<file path="src/rtl/aes_pkg.sv">
// Shared AES definitions: widths, the GF(2^8) reduction polynomial, InvMixColumns
// coefficients and the xtime-based byte multiply used by the column transform.
package aes_pkg;

  localparam int AES_STATE_W = 128;
  localparam int AES_COL_W   = 32;
  localparam logic [7:0] AES_POLY = 8'h1B;

  // Only the low nibble is ever non-zero for the InvMixColumns matrix.
  localparam logic [3:0] IMC_C0E = 4'hE;
  localparam logic [3:0] IMC_C0B = 4'hB;
  localparam logic [3:0] IMC_C0D = 4'hD;
  localparam logic [3:0] IMC_C09 = 4'h9;

  typedef enum logic [1:0] {
    ST_IDLE,
    ST_BUSY,
    ST_DONE
  } imc_state_e;

  function automatic logic [7:0] gf_xtime(input logic [7:0] b);
    return {b[6:0], 1'b0} ^ (b[7] ? AES_POLY : 8'h00);
  endfunction

  function automatic logic [7:0] gf_mul_coef(input logic [7:0] b, input logic [3:0] coef);
    logic [7:0] x2, x4, x8;
    x2 = gf_xtime(b);
    x4 = gf_xtime(x2);
    x8 = gf_xtime(x4);
    return ({8{coef[0]}} & b) ^ ({8{coef[1]}} & x2) ^
           ({8{coef[2]}} & x4) ^ ({8{coef[3]}} & x8);
  endfunction

endpackage

</file>
<file path="src/rtl/inv_mix_column.sv">
// Combinational InvMixColumns of one 32-bit column; byte r of the column is row r.
module inv_mix_column
  import aes_pkg::*;
(
  input  logic [AES_COL_W-1:0] col_i,
  output logic [AES_COL_W-1:0] col_o
);

  logic [7:0] s0, s1, s2, s3;

  assign s0 = col_i[7:0];
  assign s1 = col_i[15:8];
  assign s2 = col_i[23:16];
  assign s3 = col_i[31:24];

  assign col_o[7:0]   = gf_mul_coef(s0, IMC_C0E) ^ gf_mul_coef(s1, IMC_C0B) ^
                        gf_mul_coef(s2, IMC_C0D) ^ gf_mul_coef(s3, IMC_C09);
  assign col_o[15:8]  = gf_mul_coef(s0, IMC_C09) ^ gf_mul_coef(s1, IMC_C0E) ^
                        gf_mul_coef(s2, IMC_C0B) ^ gf_mul_coef(s3, IMC_C0D);
  assign col_o[23:16] = gf_mul_coef(s0, IMC_C0D) ^ gf_mul_coef(s1, IMC_C09) ^
                        gf_mul_coef(s2, IMC_C0E) ^ gf_mul_coef(s3, IMC_C0B);
  assign col_o[31:24] = gf_mul_coef(s0, IMC_C0B) ^ gf_mul_coef(s1, IMC_C0D) ^
                        gf_mul_coef(s2, IMC_C09) ^ gf_mul_coef(s3, IMC_C0E);

endmodule

</file>
<file path="src/rtl/inv_mix_columns_iter.sv">
// Iterative AES InvMixColumns: loads a state, transforms COLS_PER_CYCLE columns per
// cycle in place, then holds the result until the downstream handshake completes.
module inv_mix_columns_iter
  import aes_pkg::*;
#(
  parameter int COLS_PER_CYCLE = 1
) (
  input  logic                   iClk,
  input  logic                   iRst,
  input  logic [AES_STATE_W-1:0] iState,
  input  logic                   iValid,
  output logic                   oReady,
  output logic [AES_STATE_W-1:0] oState,
  output logic                   oValid,
  input  logic                   iReady
);

  if (!(COLS_PER_CYCLE == 1 || COLS_PER_CYCLE == 2 || COLS_PER_CYCLE == 4)) begin : g_bad_param
    $error("inv_mix_columns_iter: COLS_PER_CYCLE must be 1, 2 or 4");
  end

  // For 4 columns per cycle the step truncates to 0 and the last group is group 0.
  localparam logic [1:0] CNT_STEP = 2'(COLS_PER_CYCLE);
  localparam logic [1:0] CNT_LAST = 2'(4 - COLS_PER_CYCLE);

  imc_state_e             state_q, state_d;
  logic [1:0]             cnt_q, cnt_d;
  logic [AES_STATE_W-1:0] work_q, work_d;

  logic [1:0]           col_idx [COLS_PER_CYCLE];
  logic [AES_COL_W-1:0] col_in  [COLS_PER_CYCLE];
  logic [AES_COL_W-1:0] col_out [COLS_PER_CYCLE];

  for (genvar g = 0; g < COLS_PER_CYCLE; g++) begin : g_col
    assign col_idx[g] = cnt_q + 2'(g);
    assign col_in[g]  = work_q[AES_COL_W*int'(col_idx[g]) +: AES_COL_W];

    inv_mix_column u_col (
      .col_i (col_in[g]),
      .col_o (col_out[g])
    );
  end

  always_comb begin
    state_d = state_q;
    cnt_d   = cnt_q;
    work_d  = work_q;
    unique case (state_q)
      ST_IDLE: begin
        if (iValid) begin
          work_d  = iState;
          cnt_d   = '0;
          state_d = ST_BUSY;
        end
      end
      ST_BUSY: begin
        for (int g = 0; g < COLS_PER_CYCLE; g++) begin
          work_d[AES_COL_W*int'(col_idx[g]) +: AES_COL_W] = col_out[g];
        end
        cnt_d = cnt_q + CNT_STEP;
        if (cnt_q == CNT_LAST) begin
          cnt_d   = '0;
          state_d = ST_DONE;
        end
      end
      ST_DONE: begin
        if (iReady) begin
          state_d = ST_IDLE;
        end
      end
      default: state_d = ST_IDLE;
    endcase
  end

  always_ff @(posedge iClk) begin
    if (iRst) begin
      state_q <= ST_IDLE;
      cnt_q   <= '0;
      work_q  <= '0;
    end else begin
      state_q <= state_d;
      cnt_q   <= cnt_d;
      work_q  <= work_d;
    end
  end

  // Gated with reset so no handshake is offered while the engine is held.
  assign oReady = (state_q == ST_IDLE) && !iRst;
  assign oValid = (state_q == ST_DONE);
  assign oState = work_q;

endmodule

</file>
<file path="config.mk">
export PLATFORM = sky130hd
export DESIGN_NAME = inv_mix_columns_iter
export DESIGN_NICKNAME = d
export VERILOG_FILES = /design/src/rtl/aes_pkg.sv /design/src/rtl/inv_mix_column.sv /design/src/rtl/inv_mix_columns_iter.sv
export SDC_FILE = /design/constraint.sdc
export NUM_CORES = 1
export LEC_CHECK = 0
export CAP_MARGIN = 0
export CORE_AREA = 4 4 208 129
export CTS_CLUSTER_DIAMETER = 150
export DETAILED_ROUTE_END_ITERATION = 10
export DIE_AREA = 0 0 212 133
export DONT_BUFFER_PORTS = 1
export PLACE_DENSITY = 0.5
export SLEW_MARGIN = 10
export SYNTH_ARGS = -nofsm -noshare
export SYNTH_HDL_FRONTEND = slang
export SYNTH_SLANG_ARGS = --single-unit
</file>
<file path="constraint.sdc">
create_clock -name iClk -period 4.1 [get_ports iClk]
set_input_delay 0.205 -clock iClk [delete_from_list [all_inputs] [get_ports iClk]]
set_output_delay 0.205 -clock iClk [all_outputs]
set_load 0.02 [all_outputs]
</file>
==> results.cfg <==
[die]
die_w_um = 212
core-area_sq_um = 24940
rows = 45
initial_core_util_pct = 34.37
ioPinCount = 262
dieArea_sq_um = 28200
die_y_um = 133

[detailed_routing]
route.detailed.drc = 0
drt_iter0_drc = 865
wire_per_inst_um = 29.68
first_pass_iters = 5
avgViaCountPerCell = 6.160
wl_um = 36510
via_count = 7577
ant_nets = 0

[sta]
rsz0062_at_grt = false
skew_ns = 0.009270
final-max-slew-violation-count = 0
worstMarginPinSlew_ns = 1.004
setup_tns_ns = 0
final-hold-violation-count = 0
max_clock_freq_mhz = 259.2
finalCriticalPeriod_ns = 3.857
finalSetupViolCount = 0
final.period_utilization_pct = 94.08
slew_headroom_pct = 33.07

[cells_and_area]
drive_gt1_share_pct = 12.76
final_net_count = 1024
multi_input_area_sq_um = 5573
fillers = 2449
syn2layout_area_growth_pct = 15.54
seqCellArea_sq_um = 2648
antenna_cells = 0

[hold_path]
hp-start = iState[30]
holdPathStages = 2
hold_class = input pin to flop
min_to = oState[30]

[power]
cellLeakagePower_nw = 3.681
irDropWorstVdd_mv = 0.5304
pwr_density_cell_nw_per_um2 = 1052
total_power_mw = 10.42

[yosys]
synthCells = 894
yosys-top-cells-area = dfxtp_1 (31%), xnor2_1 (9.9%), a221oi_1 (8.5%), mux4_2 (8.4%), xnor3_1 (8.1%)
yosys.area.top_type = dfxtp_1
seq_area_frac_synth_pct = 30.82
synthFlopType = dfxtp_1
synth_edf_count = 0
ys_warn_count = 0
yosysTopAreaCellShare_pct = 30.82
yosysMostFrequentCell = dfxtp_1
async_reset_ff_share_pct = 0
ys_types = 38
avgSynthCellArea_sq_um = 9.590
ys_top_cells_by_count = dfxtp_1 (132), nor2_1 (111), xnor2_1 (97)
synth_area_sq_um = 8573
ys_ff_latch = 132
synth_fp_nets = 1030

[setup_path]
cp_num_buf_inv = 2
slowest_delay_ns = 0.72
arrival_ns = 4.24
cp-end-kind = flop
start_kind = flop
r2r-start = cnt_q[1]
cp-startpoint = cnt_q[1]
worstPathCellList = buf_4 > mux4_2 > xnor3_1 > xor3_2 > xnor2_1 > xnor2_1 > nand2_1 > a31oi_1 > dlygate4sd3_1
crit_top_cell = xnor2_1
crit_family = XOR/XNOR gates
cpMaxStageDelayCell = mux4_2
cp_max_fo = 16
rr_worst_depth = 9
worstSetupPathType = flop to flop
reg2reg_slack_ns = 0.24
critPathRequiredTime_ns = 4.48
r2r-end = oState[68]

[clocking]
clkSinkCount = 132
cts_root_buf = clkbuf_16
cts_max_level = 4
cts_tree = yes
clockBufferDepth = 2
cts_inserted_buffers = 17
clock_latency_ns = 0.43
clk_pin_slew_worst_paths_ns = 0.07

[global_routing]
grt_pass1_vias = 7427
grt_overflow = 0
grt_max_degree = 133
grt.total_usage_pct = 25.27
grt_pass1_wl_um = 53030
antenna_found_initial = 0

[place]
gp_congestion = 0.9071
dp_hpwl_um = 26360
portBuffers = 0

[status]
outcome = completed

[job]
maxCapViolCount = 0
-- repair_timing --
action | in CTS | in global routing
gates resized for setup | 0 | 1
setup endpoints to repair | 0 | 1
setup buffers | 0 | 0
hold endpoints to repair | 132 | 0
hold buffers | 38 | 0
-- layout by cell type (no fill, tap or decap), drive strengths merged, types with 21 or more instances in the layout --
master / count
a21oi: 31
a221oi: 84
buf: 27
clkbuf: 21
dfxtp: 132
dlygate4sd3: 37
mux4: 32
nand2: 31
nor2: 111
nor3: 88
o21ai: 32
xnor2: 107
xnor3: 33
xor2: 36
-- stage by stage --
stage / util [%] / instances / hold WS (ns) / setup slack, ns / area (sq um)
floorplan: - / 894 / 0.3757 / 1.167 / 8573
global placement: 35.53 / 1160 / 0.3227 / 0.3082 / 8861
detailed placement: 35.53 / 1160 / 0.3257 / 0.3307 / 8861
CTS: 39.70 / 1230 / 0.004601 / 0.09279 / 9903
global route: 39.71 / 1230 / 0.01590 / 0.08481 / 9906
finish: 39.71 / 1230 / 0.01782 / 0.2426 / 9906
-- kinds of logic after synthesis --
group / share of synthesized area [%]
AO/OA/AOI/OAI: 15.83
XOR/XNOR: 25.77
adder cells (fa/ha/maj): 0.5838
buffers and inverters: 4.860
flip-flops: 30.82
multiplexers: 8.406
AND/OR/NAND/NOR: 13.72
-- power breakdown --
| part | leakage [nW] | total (mW) | internal [mW] | switching [mW] |
|---|---|---|---|---|
| registers | 1.09 | 1.82 | 1.44 | 0.382 |
| logic | 2.28 | 6.89 | 2.81 | 4.09 |
| clock network | 0.306 | 1.70 | 1.07 | 0.635 |
-- sequential cells by signal (all words and copies together), names as in the netlist --
signal and flops:
cnt_q 2, state_q 2, oState 128
-- worst max-delay path by stage --
stage / slack [ns] / cells after the start / end
2_1_floorplan: 1.17 / 9 / oState[62]
3_3_place_gp: 0.31 / 8 / oState[90]
3_5_place_dp: 0.33 / 8 / oState[90]
4_1_cts: 0.09 / 9 / oState[68]
5_1_grt: 0.08 / 9 / oState[68]
6_report: 0.24 / 9 / oState[68]
-- worst register-to-register path, delay by kind of cell, from the launching register on --
family	cells	cell delay (ns)
flip-flops	1	0.35
AND/OR/NAND/NOR	1	0.09
XOR/XNOR	4	1.63
multiplexers	1	0.72
buffers and inverters	2	0.85
AO/OA/AOI/OAI	1	0.17
-- layout make-up --
cell class	instances	share of cell area, %
Multi-Input combinational cell	670	56.26
Inverter	3	0.1137
Clock buffer	21	4.749
Tap cell	329	4.156
Timing Repair Buffer	64	6.240
Clock inverter	11	1.756
Sequential cell	132	26.73
-- metal layers --
| metal | share of wire [%] | wire (um) | GRT usage (%) |
|---|---|---|---|
| met1 | 43 | 15740 | 36.95 |
| met2 | 44 | 16030 | 36.36 |
| met3 | 11 | 3862 | 7.275 |
| met4 | 2.4 | 877 | 6.837 |
| met5 | 0 | 0 | 0 |
(Power assumes the default switching activity.)
